**config.mk**
```make
export PLATFORM = sky130hd
export DESIGN_NAME = multicycle_ctrl_fsm
export DESIGN_NICKNAME = d
export VERILOG_FILES = /design/src/rtl/multicycle_ctrl_fsm.sv
export SDC_FILE = /design/constraint.sdc
export NUM_CORES = 1
export LEC_CHECK = 0
export ABC_AREA = 1
export ABC_CLOCK_PERIOD_IN_PS = 1800
export BUFFER_PORTS_ARGS = -buffer_cell sky130_fd_sc_hd__buf_2
export CAP_MARGIN = 30
export CORE_UTILIZATION = 40
export CTS_CLUSTER_DIAMETER = 30
export DETAILED_ROUTE_END_ITERATION = 16
export PLACE_DENSITY = 0.65
export SKIP_CTS_REPAIR_TIMING = 1
export SYNTH_ARGS = -nofsm -noshare
export SYNTH_HDL_FRONTEND = slang
export SYNTH_SLANG_ARGS = --single-unit
```
**constraint.sdc**
```tcl
create_clock -name clk -period 1.8 [get_ports clk]
set_input_delay 0.36 -clock clk [delete_from_list [all_inputs] [get_ports clk]]
set_output_delay 0.36 -clock clk [all_outputs]
set_load 0.03 [all_outputs]
```
**src/rtl/multicycle_ctrl_fsm.sv**
```systemverilog
// Multicycle IF/ID/EX/MEM/WB sequencer for the 16-bit TSC datapath; owns num_inst and is_halted.
// Optional MEM_HANDSHAKE_EN: memory accesses end on mem_ready instead of a fixed MEM_LATENCY count.
module multicycle_ctrl_fsm #(
  parameter int MEM_LATENCY = 1
) (
  input  logic        clk,
  input  logic        reset_n,
  input  logic [15:0] inst,
  input  logic        bcond,
  input  logic        mem_ready,
  output logic        pc_write,
  output logic        ir_write,
  output logic        iord,
  output logic        mem_read,
  output logic        mem_write,
  output logic        alu_src_a,
  output logic [1:0]  alu_src_b,
  output logic [1:0]  pc_src,
  output logic        reg_write,
  output logic [1:0]  wr_reg_ctrl,
  output logic [1:0]  wr_data_ctrl,
  output logic        wwd_en,
  output logic        inst_done,
  output logic [15:0] num_inst,
  output logic        is_halted
);

  typedef enum logic [2:0] {
    S_IF   = 3'd0,
    S_ID   = 3'd1,
    S_EX   = 3'd2,
    S_MEM  = 3'd3,
    S_WB   = 3'd4,
    S_HALT = 3'd5
  } state_t;

  state_t state, next_state;
  logic   acc_done;

  logic [3:0] opcode;
  logic [5:0] func;
  logic       is_branch, is_ialu, is_lwd, is_swd, is_jmp, is_jal;
  logic       is_ralu, is_jpr, is_jrl, is_wwd, is_hlt;
  logic [5:0] unused_bits;

  assign opcode    = inst[15:12];
  assign func      = inst[5:0];
  assign is_branch = (opcode <= 4'd3);
  assign is_ialu   = (opcode >= 4'd4) && (opcode <= 4'd6);
  assign is_lwd    = (opcode == 4'd7);
  assign is_swd    = (opcode == 4'd8);
  assign is_jmp    = (opcode == 4'd9);
  assign is_jal    = (opcode == 4'd10);
  assign is_ralu   = (opcode == 4'd15) && (func <= 6'd7);
  assign is_jpr    = (opcode == 4'd15) && (func == 6'd25);
  assign is_jrl    = (opcode == 4'd15) && (func == 6'd26);
  assign is_wwd    = (opcode == 4'd15) && (func == 6'd28);
  assign is_hlt    = (opcode == 4'd15) && (func == 6'd29);
  assign unused_bits = inst[11:6];

`ifdef MEM_HANDSHAKE_EN
  assign acc_done = mem_ready;
`else
  localparam logic [3:0] LAT_LAST = 4'(MEM_LATENCY - 1);
  logic [3:0] wait_cnt;
  logic       unused_ready;

  assign unused_ready = mem_ready;
  assign acc_done     = (wait_cnt == LAT_LAST);

  // Counter runs only inside an access and is back at zero whenever IF/MEM is left.
  always_ff @(posedge clk or negedge reset_n) begin
    if (!reset_n) begin
      wait_cnt <= 4'd0;
    end else if ((state == S_IF || state == S_MEM) && !acc_done) begin
      wait_cnt <= wait_cnt + 4'd1;
    end else begin
      wait_cnt <= 4'd0;
    end
  end
`endif

  always_ff @(posedge clk or negedge reset_n) begin
    if (!reset_n) begin
      state    <= S_IF;
      num_inst <= 16'd0;
    end else begin
      state <= next_state;
      if (inst_done) num_inst <= num_inst + 16'd1;
    end
  end

  always_comb begin
    next_state   = state;
    pc_write     = 1'b0;
    ir_write     = 1'b0;
    iord         = 1'b0;
    mem_read     = 1'b0;
    mem_write    = 1'b0;
    alu_src_a    = 1'b0;
    alu_src_b    = 2'd0;
    pc_src       = 2'd0;
    reg_write    = 1'b0;
    wr_reg_ctrl  = 2'd0;
    wr_data_ctrl = 2'd0;
    wwd_en       = 1'b0;
    inst_done    = 1'b0;
    case (state)
      S_IF: begin
        mem_read  = 1'b1;
        alu_src_b = 2'd1;
        if (acc_done) begin
          ir_write   = 1'b1;
          pc_write   = 1'b1;
          next_state = S_ID;
        end
      end
      S_ID: begin
        alu_src_b = 2'd2;
        if (is_jmp || is_jal) begin
          pc_src   = 2'd2;
          pc_write = 1'b1;
        end
        if (is_jpr || is_jrl) begin
          pc_src   = 2'd3;
          pc_write = 1'b1;
        end
        // Link writes store the already-incremented PC into $2.
        if (is_jal || is_jrl) begin
          reg_write    = 1'b1;
          wr_reg_ctrl  = 2'd2;
          wr_data_ctrl = 2'd2;
        end
        wwd_en = is_wwd;
        if (is_branch || is_ialu || is_lwd || is_swd || is_ralu) begin
          next_state = S_EX;
        end else begin
          inst_done  = 1'b1;
          next_state = is_hlt ? S_HALT : S_IF;
        end
      end
      S_EX: begin
        alu_src_a = 1'b1;
        alu_src_b = (is_ralu || is_branch) ? 2'd0 : 2'd2;
        if (is_branch) begin
          pc_src     = 2'd1;
          pc_write   = bcond;
          inst_done  = 1'b1;
          next_state = S_IF;
        end else if (is_lwd || is_swd) begin
          next_state = S_MEM;
        end else begin
          next_state = S_WB;
        end
      end
      S_MEM: begin
        iord      = 1'b1;
        mem_read  = is_lwd;
        mem_write = is_swd;
        if (acc_done) begin
          inst_done  = is_swd;
          next_state = is_swd ? S_IF : S_WB;
        end
      end
      S_WB: begin
        reg_write    = 1'b1;
        wr_reg_ctrl  = is_ralu ? 2'd1 : 2'd0;
        wr_data_ctrl = is_lwd ? 2'd1 : 2'd0;
        inst_done    = 1'b1;
        next_state   = S_IF;
      end
      S_HALT: next_state = S_HALT;
      default: next_state = S_IF;
    endcase
    // Nothing may strobe while reset is asserted, even mid-access.
    if (!reset_n) begin
      pc_write     = 1'b0;
      ir_write     = 1'b0;
      iord         = 1'b0;
      mem_read     = 1'b0;
      mem_write    = 1'b0;
      alu_src_a    = 1'b0;
      alu_src_b    = 2'd0;
      pc_src       = 2'd0;
      reg_write    = 1'b0;
      wr_reg_ctrl  = 2'd0;
      wr_data_ctrl = 2'd0;
      wwd_en       = 1'b0;
      inst_done    = 1'b0;
    end
  end

  assign is_halted = (state == S_HALT);

endmodule

```
==> run summary, run 1 <==
The flow ran to the end, but the final reports show violations. The checks that failed: setup timing. Max-slew violation total from the final report: 0. Synthesis produced a netlist with a net count of 281.

Data on the critical path is required at its endpoint by 1.44 ns. The tools report the critical path endpoint category as a primary output. In this run the tool buffered the top-level ports with 46 buffer cells. The final hold violation count came out at 0. The initial utilization of the core area, before any placement, comes to 42.0%. Compared with the post-synthesis result, the final layout area differs by 36.9%.

Row generation in the floorplan step produced 23 rows. For the setup slack after layout, the log shows -0.166 ns. The worst register-to-register path has a setup slack of 0.22 ns. Synthesis inferred 23 register bits. The number of top-level design ports was 54.

The number of library cell types mapped by synthesis was 27; the biggest fanout along the worst timing path was 3. The internal portion of the total power is 1.13 mW. The portion of the clock cycle consumed by the worst path in the final layout came out at 109%. dfrtp_1 takes more of the synthesized area than any other cell. 0 antenna diodes ended up in the layout. The number of cells in the design after placement is 361.

The run gives 65 as the violation count after the first detailed-routing iteration. The die covers 0.00453 sq mm. The layout has 385 filler cells. For the initial antenna violation count, the log shows 0. The met2 track demand over resource is 30.1%. STA puts the critical path data arrival time at 1.61 ns. The worst path in the final design needs a cycle of 1.97 ns, including I/O delays and setup. The tools report the met3 usage in global routing as 3.55%. Net switching is 47.3% of the power. The clock network is responsible for 15.5% of the overall power.

Between clock sinks in the finished design, the worst skew comes to 0.00128 ns. The clock transition time at the flip-flop clock pins of the worst setup and hold paths was 0.08 ns; the number of warnings printed during yosys synthesis was 0. The clock drives 23 sinks.

The tools report the via count of the first global-routing pass as 1,527. For this run, the total global-route usage over all layers was measured as 18.4%. Measured against its own limit, the worst slew margin works out to 68.5%. Before CTS, the worst setup slack after placement is -0.00444 ns. At the end of the flow, the number of nets in the layout was 342.

The critical path is of the reg2out type. The H-tree level count is 1. The tightest min-delay check is of the in2async type.

Of the cells placed in the final design, the portion with a size suffix greater than 1 is 32.7%. The number of optimization iterations in the first detailed-route pass was 4; the number of nets with antenna violations after routing was 0. The measured slew at the worst slew-check pin was 0.470 ns; the number of max-cap violations was 0. The detailed-route DRC error count was 0.

The die boundary height is 67.3 um. By instance count, the leading cell after synthesis is nand2_1. Summing over every cut layer, the via total after detailed routing is 1,838.

The routing layer with the top usage in global route is met2. The synthesized design devotes to its leading area cell type 33.8% of total area. The largest net degree at the start of global routing is 19, and the gate count of the mapped netlist is 258. The tools report the sequential-to-total area share from yosys stat as 33.8%. The finished layout holds 368 standard cells, fillers aside. Summed over all cells, the static leakage comes to 1.20 nW. The run gives 0.897 as the final estimated routing congestion in global placement. The detailed-placement wirelength estimate is 3080 um, and the width of the die is 67.3 um. The tools report the clock root buffer as clkbuf_8. Sorting the synthesized cells by area gives the leading types as dfrtp_1 (34%), nand2_1 (17%), nand3_1 (11%).

The clock passes through at most 2 buffers. The mean cell area of the mapped netlist works out to 6.61 sq um. The commonest cells after synthesis are nand2_1 (76), nand3_1 (36), inv_1 (34). The number of flops mapped to enable cells by yosys is 0. Setup violations remaining at the end of the flow were counted as 11. Sequential cells account for 32.7% of the total power. TritonCTS built the clock tree. Dividing the detail-routed wire length by the instance count gives 11.3 um.

The most used flip-flop cell after synthesis was dfrtp_1. For this run, asynchronously set or reset flops after synthesis account for 100%. The switching power was 1.02 mW. The logs give 509 MHz for the maximum clock rate and 0.00406 sq mm for the standard cell core area. The number of clock buffers added by TritonCTS is 3. The first global-routing pass estimated 6410 um of wire.

The run gives 0.00170 sq mm as the total standard cell area after synthesis. For the maximum ir drop on the vdd rail, the log shows 0.733 mV. The power density over the cells was 923 mW/mm^2; the average via count per standard cell was 4.99. The type of element launching the critical path is a flop. The proportion of power drawn by combinational gates was 51.8%; the total routed wirelength was 4170 um.

Setup repair after global routing could not meet its margin everywhere. The worst-skew pair later-pin latency came out at 0.27 ns. Summed over all layers, the global routing overflow is 0. Global routing consumed, on the met1 layer, 24.5% of the routing resources.
==> power groups by stage <==
stage          Clock (mW)  Combinational (mW)  Sequential [mW]
2_1_floorplan           0               0.608            0.749
3_3_place_gp            0               0.929            0.682
3_5_place_dp            0               0.934            0.685
4_1_cts             0.347               0.937            0.674
5_1_grt             0.369                1.22            0.716
6_report            0.333                1.11            0.704
==> registers in the layout (all words and copies together), names as in the netlist <==
signal / cells
wait_cnt: 4
state: 3
num_inst: 16
==> layout make-up <==
class / instances / area [sq um] / share of cell area [%]
clock buffers: 3 / 41.3 / 1.77
multi-input cells: 195 / 1100 / 47.3
clock inverters: 1 / 7.51 / 0.322
flip-flops and latches: 23 / 578 / 24.8
inverters: 35 / 135 / 5.79
repair buffers: 61 / 405 / 17.4
well taps: 50 / 62.6 / 2.68
==> stage by stage <==
step / utilization [%] / cell area (sq um) / total power [mW] / setup TNS [ns] / hold WS (ns)
3_3_place_gp: 50.9 / 2060 / 1.61 / 0 / 0.208
3_5_place_dp: 50.9 / 2060 / 1.62 / -0.00444 / 0.213
6_report: 57.5 / 2330 / 2.15 / -1.15 / 0.129
2_1_floorplan: - / 1720 / 1.36 / -0.251 / 0.0644
4_1_cts: 52.1 / 2110 / 1.96 / -2.17 / -0.0849
5_1_grt: 57.5 / 2330 / 2.31 / -2.22 / 0.140
==> final timing paths <==
check                        startpoint            to  cells past startpoint
max                         wait_cnt[1]     inst_done                     11
min                             reset_n  num_inst[14]                      2
max reg2reg                 num_inst[0]  num_inst[14]                      8
min reg2reg                num_inst[15]  num_inst[15]                      2
max in group asynchronous       reset_n  num_inst[13]                      2
min in group clk           num_inst[15]  num_inst[15]                      2
==> cells in the final DEF (no fill, tap or decap), drive strengths merged, types with 4 or more instances in the layout <==
cell type  count
nand4          5
xnor2          6
clkbuf         7
inv           34
o21ai          4
nor2          33
nand3         38
xor2           7
nor3          10
buf           56
a21oi          6
dfrtp         23
nand2         79
==> worst max-delay path, cell delays in order, from the launching register on <==
cell and delay (ns):
dfrtp_1 0.40, inv_1 0.07, ha_2 0.17, nand2_2 0.06
nor2_4 0.13, nand3_2 0.09, nand2_2 0.08, inv_2 0.04
nand3_4 0.06, nand2_4 0.06, clkinvlp_4 0.06, buf_6 0.12
==> per-layer routing <==
| metal | vias up | share of wire (%) |
|---|---|---|
| met1 | 849 | 47 |
| met5 | - | 0 |
| met3 | 7 | 4.5 |
| met4 | 0 | 1.3 |
| li1 | 939 | - |
| met2 | 43 | 47 |
==> cell families after synthesis <==
group / Yosys count / share of synthesized area (%)
compound gates: 11 / 3.38
fa+ha+maj: 3 / 2.20
xor+xnor: 13 / 6.68
buf+inv: 40 / 9.69
flops: 23 / 33.8
simple gates: 168 / 44.3
No activity file was read; power rests on OpenSTA's default activity.
==> run 2, diff against run 1 <==
--- a/config.mk
+++ b/config.mk
@@ -9,10 +9,9 @@
 export ABC_CLOCK_PERIOD_IN_PS = 1800
 export BUFFER_PORTS_ARGS = -buffer_cell sky130_fd_sc_hd__buf_2
 export CAP_MARGIN = 30
-export CORE_UTILIZATION = 40
+export CORE_UTILIZATION = 34
 export CTS_CLUSTER_DIAMETER = 30
 export DETAILED_ROUTE_END_ITERATION = 16
-export PLACE_DENSITY = 0.65
 export SKIP_CTS_REPAIR_TIMING = 1
 export SYNTH_ARGS = -nofsm -noshare
 export SYNTH_HDL_FRONTEND = slang
==> run 2 against run 1 <==
  * The run still ends with setup timing left
  * Utilization shrank 9.3 points
  * Die area grew 17%
  * Sequential power shrank 0.9%
  * Combinational power is essentially flat
  * Register-to-register slack lost 0.05 ns
  * Final cell count grew 4.6%
  * Total power shrank 0.15%
  * Non-clock buffer count is the same
  * Clock-buffer cell count is the same
  * Via count shrank 4.2%
  * Critical path depth is the same
  * Critical path type unchanged
  * Critical endpoint unchanged
  * Largest power group unchanged
  * Highest routed layer unchanged
==> run summary, run 2 (synthesis results as in run 1) <==
The register with the most flip-flops in the layout has 16 of them. The number of top-level design ports was 54; the area of the die was 0.00530 sq mm. Leaving out fill and tap cells, the most frequent cell in the layout is nand2_1. The number of cells in the design after placement came out at 376. In the global route stage, overall resource usage came out at 15.7%.

The floorplan step defined a core boundary enclosing 0.00479 sq mm. The count of port buffers added during placement is 46. In this run the tightest slew margin relative to its limit is 70.3%. The final reports fail on setup timing.

The run gives -0.147 ns as the setup slack after layout. Average via count per standard cell: 4.57. The top cell types in the final layout, fill and taps aside, are nand2_1 (71), buf_2 (34), nand3_1 (33), inv_1 (30), nor2_1 (25). The critical path is of the reg2out type.

The H-tree level count is 1, and the number of standard cells in the layout, taps in and fillers out is 385. The analysis attributes to cell leakage a power of 1.20 nW. The run gives 0 as the initial antenna violation count. For the leftover overflow at the end of global routing, the log shows 0.

The min-delay analysis places its worst path in the category in2async. STA classifies the critical path endpoint as a primary output. TritonCTS built the clock tree. Power spread over the standard cell area amounts to 933 mW/mm^2. For the via count of the first global-routing pass, the log shows 1,528. Data on the critical path arrives at its endpoint at 1.59 ns. The width of the die was 72.8 um. In the routed design, unresolved DRC markers number 0. The tools report the area of combinational cells with multiple inputs as 0.00106 sq mm. The run gives 0.00207 sq mm as the post-place instance area. The run finished, with violations left. Setup repair after global routing could not meet its margin everywhere. In the final layout, flip-flops and latches occupy 577 sq um. Across the run, the number of max-cap violations was 0. The max-slew violation total from the final report was 0; the maximum clock path buffer count was 2.

After floorplanning, the core was divided into 25 placement rows. The run gives 0.00230 sq mm as the cell area after layout. The clock transition time at the flip-flop clock pins of the worst setup and hold paths works out to 0.08 ns.

At the pin with the least slew margin, the transition time is 0.441 ns. Share of post-route cells with drive strength above 1: 31.1%. Register with the most flip-flops: num_inst. The tools report the number of optimization iterations in the first detailed-route pass as 4.

In the finished design, the share of the clock period the worst path needs comes to 108%. For the global-route wire length before repair, the log shows 6630 um. The biggest fanout along the worst timing path was 4.

STA classifies the critical path startpoint as a flop. The routed design has 4060 um of wire. Across the VDD grid, the largest voltage drop is 0.627 mV. The detailed router finished its first iteration with 93 violations. The number of setup violations in the final report was 11; the die boundary height was 72.8 um.

The tools report the clock root buffer as clkbuf_8. Dividing the detail-routed wire length by the instance count gives 10.5 um. STA puts the critical path data required time at 1.44 ns.

Compared with the post-synthesis result, the final layout area differs by 35.2%. The minimum clock period is 1.95 ns, and the detailed-placement wirelength estimate is 3140 um. The final estimated routing congestion in global placement is 0.876, and the count of antenna diodes in the layout is 0. The run gives 0.26 ns as the worst-skew pair later-pin latency. The detail route stage leaves a number of antenna-violating nets equal to 0. For this configuration, the core starts out at a cell density of 35.6%. Between clock sinks in the finished design, the worst skew comes to 0.00145 ns. The layout has 497 filler cells.

Final hold violation count: 0. The total via count after detailed routing is 1,761. Entering global routing, the biggest net connects 22 pins. The clock sink count is 23, and the total CTS buffers is 3. The largest registers in the layout are num_inst x16, wait_cnt x4, state x3. The maximum clock rate is 514 MHz, and the number of nets at the end of the flow is 342.
[run 2: changes by cell type in the layout (fill, tap and decap cells not counted), sizes merged]
cell         delta
buf             +2
clkbuf          -1
dlygate4sd3     -1
[run 2: final timing paths]
check	from	to	slack, ns	cells after the start
worst max-delay path	wait_cnt[0]	inst_done	-0.15	11
max in group asynchronous	reset_n	state[0]	1.39	2
worst min register to register	wait_cnt[0]	wait_cnt[0]	0.50	1
worst min-delay path	reset_n	num_inst[14]	0.19	2
min in group clk	wait_cnt[0]	wait_cnt[0]	0.50	1
worst max register to register	wait_cnt[0]	num_inst[3]	0.17	12
[run 2: metrics by stage]
stage | worst slack [ns] | power (mW) | hold slack (ns) | util (%) | TNS, ns
3_3_place_gp | 0.000967 | 1.61 | 0.477 | 43.3 | 0
4_1_cts | -0.258 | 1.95 | 0.191 | 44.3 | -1.98
5_1_grt | -0.291 | 2.30 | 0.203 | 48.1 | -2.31
2_1_floorplan | -0.0955 | 1.36 | 0.0644 | - | -0.251
6_report | -0.147 | 2.15 | 0.191 | 48.1 | -1.03
3_5_place_dp | -0.0416 | 1.61 | 0.483 | 43.3 | -0.0967
[run 2: power breakdown]
group / internal, mW / switching (mW)
Sequential: 0.586 / 0.112
Combinational: 0.421 / 0.706
Clock: 0.156 / 0.167
Total: 1.16 / 0.986
[run 2: area by class of cell]
cell class | instances | area share (%)
timing repair buffer | 61 | 17.3
multi-input combinational | 195 | 46.0
clock buffer | 3 | 1.79
sequential | 23 | 25.0
tap | 67 | 3.64
clock inverter | 1 | 0.326
inverter | 35 | 5.87
[run 2: metal layers]
layer / vias to the layer above / global-route usage (%) / wire length, um
li1: 938 / - / -
met1: 796 / 23.1 / 2100
met2: 25 / 24.4 / 1800
met3: 2 / 3.18 / 138
met4: 0 / 1.96 / 19
met5: - / 0 / 0
[run 2: critical path: stages (launching register included)]
cell	delay, ns
dfrtp_1	0.42
inv_1	0.07
ha_2	0.16
nand2_2	0.06
nor2_4	0.12
nand3_2	0.08
nand2_2	0.08
inv_2	0.04
nand3_4	0.06
nand2_4	0.06
clkinvlp_4	0.06
buf_6	0.12
==> run 3, diff against run 2 <==
--- a/config.mk
+++ b/config.mk
@@ -9,9 +9,10 @@
 export ABC_CLOCK_PERIOD_IN_PS = 1800
 export BUFFER_PORTS_ARGS = -buffer_cell sky130_fd_sc_hd__buf_2
 export CAP_MARGIN = 30
-export CORE_UTILIZATION = 34
+export CORE_UTILIZATION = 45
 export CTS_CLUSTER_DIAMETER = 30
 export DETAILED_ROUTE_END_ITERATION = 16
+export PLACE_DENSITY = 0.72
 export SKIP_CTS_REPAIR_TIMING = 1
 export SYNTH_ARGS = -nofsm -noshare
 export SYNTH_HDL_FRONTEND = slang
==> run 3 against run 2 <==
  * The run still ends with setup timing left
  * Clock power hardly changed
  * Combinational power is 5% lower
  * Final cell count is 5.2% lower
  * Worst hold slack worse by 0.057 ns
  * Die area is 24% lower
  * Clock-buffer cell count stayed put
  * Global-route usage is 4.7 points higher
  * Sequential power is 0.6% higher
  * Final area is 2.2% lower
  * Worst setup slack worse by 0.0093 ns
  * Clock skew is 0.00056 ns higher
  * Largest cell class unchanged
==> run summary, run 3 (synthesis results as in run 1) <==
The flow ran to the end, but the final reports show violations. The checks that failed: setup timing. The post-place instance area is 0.00206 sq mm. The first TritonRoute pass finished after 4 iterations. The largest registers in the layout are num_inst x16, wait_cnt x4, state x3. The largest single stage delay on the critical path is 0.40 ns. For the reported leakage power, the log shows 1.20 nW.

The clock transition time at the flip-flop clock pins of the worst setup and hold paths was 0.08 ns; the max-slew violation total from the final report was 0. In this run the count of I/O pins placed on the die edge is 54. The run gives 0.00404 sq mm as the area of the die. Before CTS, the worst setup slack after placement is 0.00782 ns. Worst-skew pair later-pin latency: 0.26 ns. In the finished design, the share of the clock period the worst path needs comes to 109%.

Max-cap violations in this run came to 0. The run gives 2 as the maximum clock path buffer count. Most repeated library cell on the critical path: nand2_2. The final hold violation count came out at 0.

The register with the most flip-flops in the layout has 16 of them. The type of element launching the critical path is a flop. The number of placed instances, taps included, is 357.

The tools report the setup slack on the worst flop-to-flop path as 0.18 ns. The first global-routing pass estimated 6690 um of wire. At the pin with the least slew margin, the transition time is 0.453 ns. Cells fill 64.9% of the core in the end. STA puts the critical path data required time at 1.44 ns. Of all nets on the critical path, the largest fanout is 3.

In the final timing run, aggregate negative setup slack is -0.816 ns. Cell class contributing the biggest share of worst-path delay: simple AND/OR/NAND/NOR gates. The clock sink count is 23. Leaving out fill and tap cells, the most frequent cells in the layout are nand2_1 (72), nand3_1 (34), buf_2 (33), inv_1 (31), nor2_1 (25).

On the final layout, the worst hold slack is 0.134 ns. Of the cells placed in the final design, the portion with a size suffix greater than 1 is 29.8%. Counting flops per register, the top entry is num_inst.

Setup violations remaining at the end of the flow were counted as 9. The source of the worst register-to-register timing path is wait_cnt[1]. The die boundary height was 63.5 um; the violation count after the first detailed-routing iteration was 110. After the flow finishes, the layout carries non-filler instances totaling 365.

The overall power came out at 2.09 mW. The setup path with the least slack is of type reg2out. TritonCTS built the clock tree. The fill cell total of the finished layout was 330; the worst-case headroom to the max-slew limit was 69.6%.

The width of the die came out at 63.5 um. After routing the design area is 0.00225 sq mm. The logs give 0 for the initial antenna violation count and 3 for the total CTS buffers. The initialized floorplan defines 21 standard-cell rows.

Depth of the worst register-to-register path: 12. The setup slack after layout is -0.156 ns, and the minimum clock period is 1.96 ns. After detailed routing, the average wire length per cell comes to 10.7 um. The root buffer cell chosen for the clock tree is clkbuf_8. The worst setup path is captured at a primary output. Port buffering added 46 buffers. The slowest stage of the critical path is the dfrtp_1 cell.

The tools report the H-tree level count as 1. The arrival time reported for the critical path endpoint is 1.60 ns. Summed over all layers, the global routing overflow is 0. The area growth from synthesis to layout came out at 32.2%. For this block, the via count after detailed routing is 1,825. For this design the ratio of total power to cell area is 930 mW/mm^2. The endpoint identified for the worst register-to-register timing path is num_inst[5]. The number of antenna diodes in the final layout is 0.

In this run the worst hold path is classified as in2async. The detail route stage leaves a number of antenna-violating nets equal to 0. The number of buffers and inverters on the critical path is 4. The via count of the first global-routing pass is 1,539, and the number of nets at the end of the flow is 343. Setup repair after global routing could not meet its margin everywhere. Traced cell by cell, the critical path runs through inv_1, ha_2, nand2_2, nor2_4, nand3_2, nand2_2, inv_2, nand3_4, nand2_4, clkinvlp_4, buf_6. The logs give 0 for the detailed-route DRC error count and 20.4% for the overall global routing resource usage. The HPWL after detailed placement is 3000 um.

The tools report the maximum clock rate as 511 MHz. For this configuration, the core starts out at a cell density of 49.1%. For the largest net degree at the start of global routing, the log shows 33. The start point of the critical path was wait_cnt[1]. The logs give 0.631 mV for the maximum ir drop on the vdd rail and 0.00200 ns for the clock tree skew after final layout. Leaving out fill and tap cells, the most frequent cell in the layout is nand2_1. After floorplanning, the core was sized to cover 0.00347 sq mm.

The final estimated routing congestion in global placement came out at 0.802. The average via count per standard cell works out to 5.00. The final layout contains routed wiring with a total length of 3920 um.
[run 3: final cells by class]
| type | count | area [sq um] | area share (%) |
|---|---|---|---|
| multi-input combinational | 195 | 1040 | 46.1 |
| sequential | 23 | 578 | 25.7 |
| timing repair buffer | 62 | 394 | 17.5 |
| inverter | 35 | 135 | 6.00 |
| tap | 46 | 57.6 | 2.56 |
| clock buffer | 3 | 41.3 | 1.83 |
| clock inverter | 1 | 7.51 | 0.333 |
[run 3: report_power, final]
group | switching (mW) | internal (mW)
clock network | 0.167 | 0.156
registers | 0.115 | 0.587
logic | 0.689 | 0.379
total | 0.971 | 1.12
[run 3: worst max path at each step]
stage,end,slack (ns),cells after the start
final,inst_done,-0.16,11
after global routing,inst_done,-0.26,11
after CTS,pc_write,-0.24,8
after detailed placement,pc_write,0.008,8
after global placement,pc_write,0.005,8
after floorplan,wr_reg_ctrl[1],-0.1,5
[run 3: layer usage]
layer  GRT usage (%)  vias to the layer above  routed length [um]
met5               0                        -                   0
met1            29.0                      838                1890
met4            4.26                        0                  27
li1                -                      935                   -
met2            32.6                       47                1820
met3            3.26                        5                 179
